<file path="src/rtl/unidad_control.sv">
// unidad_control: run/halt sequencing and zero-latency opcode decode for the single-cycle datapath.
// Optional single-step debug build: define UC_STEP_EN.
// Ports: clk, reset (async active-low), opcode[5:0], z_alu, start, [dbg, step];
//        s_inc, s_inm, we3, op[2:0], en_pc, zflag, halted, running, retired[CNT_W-1:0].
module unidad_control #(
  parameter int CNT_W = 16
) (
  input  logic             clk,
  input  logic             reset,
  input  logic [5:0]       opcode,
  input  logic             z_alu,
  input  logic             start,
`ifdef UC_STEP_EN
  input  logic             step,
  input  logic             dbg,
`endif
  output logic             s_inc,
  output logic             s_inm,
  output logic             we3,
  output logic [2:0]       op,
  output logic             en_pc,
  output logic             zflag,
  output logic             halted,
  output logic             running,
  output logic [CNT_W-1:0] retired
);
`ifdef UC_STEP_EN
  typedef enum logic [1:0] {IDLE, RUN, HALT, STEP} state_t;
`else
  typedef enum logic [1:0] {IDLE, RUN, HALT} state_t;
`endif
  state_t st, nxt;
  logic exec, is_halt, is_imm;
`ifdef UC_STEP_EN
  // prev is the step edge detector; go marks the single cycle a rising edge grants
  logic prev, go;
  assign exec = st == RUN || (st == STEP && go);
  always_ff @(posedge clk or negedge reset)
    if (!reset) begin
      prev <= 1'b0;
      go   <= 1'b0;
    end else begin
      prev <= step;
      go   <= st == STEP && step && !prev;
    end
`else
  assign exec = st == RUN;
`endif
  assign is_halt = opcode == 6'b000111;
  assign is_imm  = opcode[5:2] == 4'b0000;
  assign halted  = st == HALT;
`ifdef UC_STEP_EN
  assign running = st == RUN || st == STEP;
`else
  assign running = st == RUN;
`endif
  always_comb begin
    en_pc = exec && !is_halt;
    we3   = exec && (opcode[5] || is_imm);
    s_inm = exec && is_imm;
    op    = exec && opcode[5] ? opcode[4:2] : 3'b000;
    s_inc = !exec                ? 1'b1 :
            opcode == 6'b000100  ? 1'b0 :
            opcode == 6'b000101  ? ~zflag :
            opcode == 6'b000110  ? zflag : 1'b1;
`ifdef UC_STEP_EN
    nxt   = st == IDLE              ? (start ? RUN : IDLE) :
            exec && is_halt         ? HALT :
            st == RUN && dbg        ? STEP :
            st == STEP && !dbg      ? RUN : st;
`else
    nxt   = st == IDLE      ? (start ? RUN : IDLE) :
            exec && is_halt ? HALT : st;
`endif
  end
  always_ff @(posedge clk or negedge reset)
    if (!reset) begin
      st      <= IDLE;
      zflag   <= 1'b0;
      retired <= '0;
    end else begin
      st <= nxt;
      if (exec) retired <= retired + CNT_W'(1);
      if (exec && opcode[5]) zflag <= z_alu;
    end
endmodule

</file>
<file path="config.mk">
export PLATFORM = sky130hd
export DESIGN_NAME = unidad_control
export DESIGN_NICKNAME = d
export VERILOG_FILES = /design/src/rtl/unidad_control.sv
export SDC_FILE = /design/constraint.sdc
export NUM_CORES = 1
export LEC_CHECK = 0
export ABC_AREA = 1
export BUFFER_PORTS_ARGS = -buffer_cell sky130_fd_sc_hd__buf_2
export CAP_MARGIN = 20
export CORE_UTILIZATION = 43
export CTS_CLUSTER_SIZE = 16
export DETAILED_ROUTE_END_ITERATION = 8
export GPL_ROUTABILITY_DRIVEN = 0
export HOLD_SLACK_MARGIN = 0.1
export PLACE_DENSITY = 0.79
export SLEW_MARGIN = 10
export SYNTH_ARGS = -nofsm -noshare
export SYNTH_HDL_FRONTEND = slang
export SYNTH_SLANG_ARGS = --single-unit
</file>
<file path="constraint.sdc">
create_clock -name clk -period 3 [get_ports clk]
set_input_delay 0.6 -clock clk [delete_from_list [all_inputs] [get_ports clk]]
set_output_delay 0.6 -clock clk [all_outputs]
set_load 0.005 [all_outputs]
</file>
==> results by group, run 1 <==
Floorplan
  – Die area: ~2700 µm²
  – Starting density of the core: 0.474
  – Die width: between 50 and 60 µm
  – Row count: 17
  – Die height: between 50 and 60 µm
  – Core area: approximately 2300 µm²
  – I/O Pins: 36

Clock tree
  – Root buf cell: clkbuf_4
  – Clock Tree Buf Depth: 2
  – Num CTS Buffers: 3
  – CTS Sinks: 19
  – CTS H-tree depth: 1
  – Clk Latency, worst-skew pair: around 300 ps
  – Postcts setup bufs: 0
  – Hold Buf Count CTS: 0
  – Clock transition at path regs: about 110 ps
  – TritonCTS clock tree: done
  – CTS resizes: 0

Detailed routing
  – Vias: ~1000
  – Routed wire length: approximately 2300 µm
  – First-iteration detailed-routing DRC count: 5
  – DRT Pass-1 Iters: 4
  – Wire length per cell: between 10 and 15 µm
  – DRC: 0
  – Post-DRT Antenna Nets: 0
  – Vias per cell: 4.76

STA
  – Crit share post-route: 0.669
  – Min setup slack post-route: just under 1000 ps
  – Skew final: slightly below 8 ps
  – RSZ-0062 raised after global routing: no
  – Fmax: 498 MHz
  – # setup viols final: 0
  – Final min period: 2010 ps
  – Sum of negative setup slack: 0 ps
  – Slew HR: 0.715
  – Final hold vios: 0
  – Worst-margin pin slew: between 400 and 500 ps
  – Slew Viols, Final: 0

Finish
  – Layout net count: about 200
  – Layout cells sized above 1: 0.279
  – Layout area overhead: 21.7%
  – N_diodes: 0
  – Most frequent cells in the layout: 35 x nand2_1, 35 x buf_2, 26 x inv_1

Placement
  – Dpl hpwl: between 1500 and 2000 µm
  – Dpl ws: 1130 ps
  – Port bufs: 35

Critical path
  – Worst path slowest cell: dfrtp_1
  – Crit-path max FO: 9
  – CP endpoint kind: output port
  – Critical Path End: we3
  – Critical path's largest stage delay: roughly 410 ps
  – Origin of the worst setup path: st[1]
  – Critical path class: reg -> out
  – WP data required: about 2400 ps
  – Family with the most delay on the worst path: flip-flops
  – Critical path depth: 6
  – Worst Reg2Reg Path Length in Cells: 8
  – Crit path buffers/inverters: 3
  – RR Startpoint: retired[1]
  – CP startpoint kind: flop
  – R2R Setup Slk: around 1700 ps
  – CP Cell Sequence: inv_2 > nand2_4 > inv_4 > nand2_1 > o21ai_0 > buf_2
  – Worst EP arrival: between 1000 and 1500 ps
  – Worst r2r dst: retired[14]

Power and ir drop
  – Max VDD drop: around 0.18 mV
  – LEAKAGE: 0.788 nW
  – Power Density: approximately 310 nW/µm²

Global routing
  – M2 GR Usage: 0.382
  – Met3 usage: 0.0261
  – M1 GR Usage: 0.206
  – Grt ovf: 0
  – Vias in the first global route: around 960
  – Antenna violations before repair: 0
  – Largest net degree at the start of global routing: 20
  – First-pass GRT wire length: roughly 3900 µm
  – GRT Overall Usage: 0.198
  – Grt peak-use layer: met2

Min path
  – Hold Path Class: in -> async

Synth
  – Avg Cell Area, Syn: 7.57 µm²
  – Yosys reg bits: 19
  – Distinct cell type count after synthesis: 18
  – Cell Area, Synth: approximately 1100 µm²
  – Syn_nets: roughly 160
  – Seq/Total Area, Yosys: 0.436
  – Yosys warnings: 0
  – Post-Syn Instances: 144

Job
  – Max cap viols: 0

Run status
  – Run status: finished, final reports clean
-- state kept, by name, summed over array words and instances, names as in the netlist --
| name | cells |
|---|---|
| st | 2 |
| zflag | 1 |
| retired | 16 |
-- cells by family after synthesis --
family          after synthesis  synth area share
simple gates                 83             0.356
compound gates                3            0.0172
buf+inv                      28            0.0987
xor+xnor                     10            0.0804
flops                        19             0.436
fa+ha+maj                     1            0.0115
-- routing by layer --
metal	up-vias	share of wire	routed length, µm
li1	513	-	-
met1	456	0.44	1000
met2	31	0.50	1150
met3	4	0.043	99
met4	0	0.013	30
met5	-	0	0
-- power by group --
part | internal (W) | switching [W]
Combinational | 0.00000620 | 0.0000110
Clock | 0.0000519 | 0.0000825
Sequential | 0.000257 | 0.00000104
-- metrics by stage --
| stage | std cells | total power, W | hold slack (ps) | cell area, µm² | utilization |
|---|---|---|---|---|---|
| 3_3_place_gp | 207 | 0.000279 | 497 | 1300 | 0.566 |
| 3_5_place_dp | 207 | 0.000280 | 504 | 1300 | 0.566 |
| 6_report | 211 | 0.000409 | 212 | 1330 | 0.577 |
| 4_1_cts | 211 | 0.000413 | 226 | 1330 | 0.577 |
| 2_1_floorplan | 144 | 0.000267 | 304 | 1090 | - |
| 5_1_grt | 211 | 0.000425 | 232 | 1330 | 0.577 |
-- synthesized netlist by cell type, drive strengths merged --
| cell type | n | area (µm²) |
|---|---|---|
| nand2 | 40 | 168 |
| nor2 | 29 | 144 |
| inv | 28 | 108 |
| dfrtp | 19 | 475 |
| nand3 | 8 | 40.0 |
| xor2 | 7 | 61.3 |
| nand4 | 5 | 31.3 |
| xnor2 | 3 | 26.3 |
| o21ai | 2 | 10.0 |
| ha | 1 | 12.5 |
| nor3 | 1 | 5.00 |
| o2111ai | 1 | 8.76 |
-- how the worst min path moves through the flow --
stage                             end  cells past startpoint
after floorplan            retired[0]                      0
after global placement          st[1]                      2
after detailed placement  retired[10]                      1
after CTS                  retired[5]                      1
after global routing       retired[7]                      1
final                      retired[9]                      1
-- layout make-up --
class | instances | area, µm²
clock buffer | 4 | 26.3
sequential | 19 | 475
inverter | 28 | 108
fill | 223 | 971
timing repair buffer | 35 | 175
multi-input combinational | 97 | 507
tap | 28 | 35.0
No activity file was read; power rests on OpenSTA's default activity.
==> run 2, diff against run 1 <==
Settings changed: PLACE_DENSITY 0.79 to 0.81.
Clock period 3 ns to 1.7 ns, I/O delays scaled along.
==> run 2 against run 1 <==
  * Total power increased by 72%
  * Highest routed layer unchanged
  * Non-clock buffer count increased by 3
  * First-iteration DRC count increased to 3.2 times the previous value
  * Critical path type unchanged
  * Worst hold slack improved by 67 ps
==> results by group, run 2 (same netlist as run 1, synthesis figures left out) <==
Finish
  – Layout area overhead: 25.8% (was 21.7%)
  – Non-Filler Instances: 214 (was 211)
  – Final instance area: 1370 µm² (was 1330 µm²)
  – FF+latch area: 477 µm² (was 475 µm²)
  – Fill cells: 229 (was 223)
  – Most frequent cells in the layout: 35 x buf_2, 34 x nand2_1, 26 x inv_1 (was 35 x nand2_1, 35 x buf_2, 26 x inv_1)
  – Most common cell after layout, fill and taps aside: buf_2
  – Layout cells sized above 1: 0.301 (was 0.279)
  – Layout net count: 198 (was 195)
  – Multi-input logic area: 520 µm² (was 507 µm²)
  – Biggest register: retired (unchanged)
  – Top flop regs: retired: 16 flops, st: 2 flops, zflag: 1 flops (unchanged)
  – N_diodes: 0 (unchanged)
  – Final core occ: 0.597 (was 0.577)
  – Number of flip-flops in the largest register: 16 (unchanged)

Clock tree
  – Root buf cell: clkbuf_4 (unchanged)
  – Clk Latency, worst-skew pair: 280 ps (was 300 ps)
  – Clock transition at path regs: 100 ps (was 110 ps)
  – Num CTS Buffers: 3 (unchanged)
  – CTS H-tree depth: 1 (unchanged)
  – TritonCTS clock tree: done (unchanged)
  – Clock Tree Buf Depth: 2 (unchanged)
  – CTS Sinks: 19 (unchanged)

Critical path
  – Family with the most delay on the worst path: flip-flops (unchanged)
  – Crit path buffers/inverters: 3 (unchanged)
  – Critical path's largest stage delay: 400 ps (was 410 ps)
  – Worst EP arrival: 1270 ps (was 1410 ps)
  – Worst path slowest cell: dfrtp_1 (unchanged)
  – CP endpoint kind: output port (unchanged)
  – WP data required: 1360 ps (was 2400 ps)
  – Critical path class: reg -> out (unchanged)
  – CP startpoint kind: flop (unchanged)
  – Crit-path max FO: 9 (unchanged)
  – CP Cell Sequence: inv_2 > nand2_8 > inv_8 > nand2_2 > o21ai_0 > buf_2 (was inv_2 > nand2_4 > inv_4 > nand2_1 > o21ai_0 > buf_2)

Floorplan
  – Starting density of the core: 0.474 (unchanged)
  – Core area: 2300 µm² (unchanged)
  – Die height: 52.3 µm (unchanged)
  – Row count: 17 (unchanged)
  – Die area: 2740 µm² (unchanged)
  – I/O Pins: 36 (unchanged)
  – Die width: 52.3 µm (unchanged)

STA
  – Slew Viols, Final: 0 (unchanged)
  – Crit share post-route: 0.950
  – Slew HR: 0.716 (was 0.715)
  – Min Hold Slack: 279 ps (was 212 ps)
  – # setup viols final: 0 (unchanged)
  – Final min period: between 1500 and 2000 ps
  – RSZ-0062 raised after global routing: yes (was no)
  – Worst-margin pin slew: 425 ps (was 427 ps)
  – Skew final: 6.59 ps (was 7.76 ps)
  – Fmax: roughly 620 MHz
  – Sum of negative setup slack: 0 ps (unchanged)
  – Final hold vios: 0 (unchanged)

Detailed routing
  – Post-DRT Antenna Nets: 0 (unchanged)
  – Wire length per cell: 10.3 µm (was 10.8 µm)
  – DRC: 0 (unchanged)
  – First-iteration detailed-routing DRC count: 16 (was 5)
  – Vias per cell: 4.76 (about the same)
  – Vias: 1018 (was 1004)
  – Routed wire length: 2210 µm (was 2280 µm)
  – DRT Pass-1 Iters: 4 (unchanged)

Power and ir drop
  – Power Density: 512 nW/µm² (was 309 nW/µm²)
  – LEAKAGE: 0.795 nW (was 0.788 nW)
  – Max VDD drop: 0.343 mV (was 0.176 mV)

Placement
  – Port bufs: 35 (unchanged)
  – Dpl hpwl: 1720 µm (was 1800 µm)
  – Placed insts: 207 (unchanged)
  – Placed cell areas: 1300 µm² (unchanged)

Run status
  – Run status: finished, final reports clean (unchanged)

Global routing
  – Largest net degree at the start of global routing: 20 (unchanged)
  – Grt ovf: 0 (unchanged)
  – GRT Overall Usage: 0.196 (was 0.198)
  – First-pass GRT wire length: 3970 µm (was 3940 µm)
  – Vias in the first global route: 942 (was 955)
  – Antenna violations before repair: 0 (unchanged)

Min path
  – Hold Path Class: in -> reg (was in -> async)

Job
  – Max cap viols: 0 (unchanged)
-- run 2: cell type report --
class                      count  area share
clock buffer                   4      0.0192
multi-input combinational     97       0.380
inverter                      28      0.0821
sequential                    19       0.348
timing repair buffer          38       0.146
tap                           28      0.0255
-- run 2: layer usage --
metal | vias up | share of wire | global-route usage
li1 | 520 | - | -
met1 | 464 | 0.46 | 0.245
met2 | 32 | 0.49 | 0.344
met3 | 2 | 0.046 | 0.0261
met4 | 0 | 0.0059 | 0.0658
met5 | - | 0 | 0
-- run 2: worst register-to-register path, delay by kind of cell, from the launching register on --
family,cells,cell delay (ps)
adders and majority gates,1,210
buffers and inverters,1,40
and+or+nand+nor,6,560
DFF,1,420
-- run 2: final timing paths --
path                       cells after the start          end  slack, ps       start
max                                            6          we3         90       st[1]
min                                            3        zflag        280       z_alu
max reg2reg                                    8  retired[14]        390  retired[1]
min reg2reg                                    1   retired[8]        520  retired[8]
max in group asynchronous                      2        st[0]        850       reset
min in group asynchronous                      2   retired[4]        520       reset
-- run 2: per-stage QoR --
step	power [W]	worst slack, ps
5_1_grt	0.000744	2.40
3_5_place_dp	0.000494	299
4_1_cts	0.000717	16.5
2_1_floorplan	0.000472	484
6_report	0.000703	85.4
3_3_place_gp	0.000493	356
-- run 2: what timing repair did --
action | in CTS | in global routing
resized for setup | 3 | 3
endpoints found under the setup margin | 4 | 5
endpoints found under the hold margin | 19 | 0
buffers inserted | 1 | 1
hold buffers | 1 | 0
-- run 2: power by group --
part           switching, W  leakage (nW)  total (W)  internal, W
clock network      0.000123        0.0150   0.000214    0.0000910
logic             0.0000203         0.523  0.0000328    0.0000124
registers        0.00000272         0.257   0.000456     0.000453
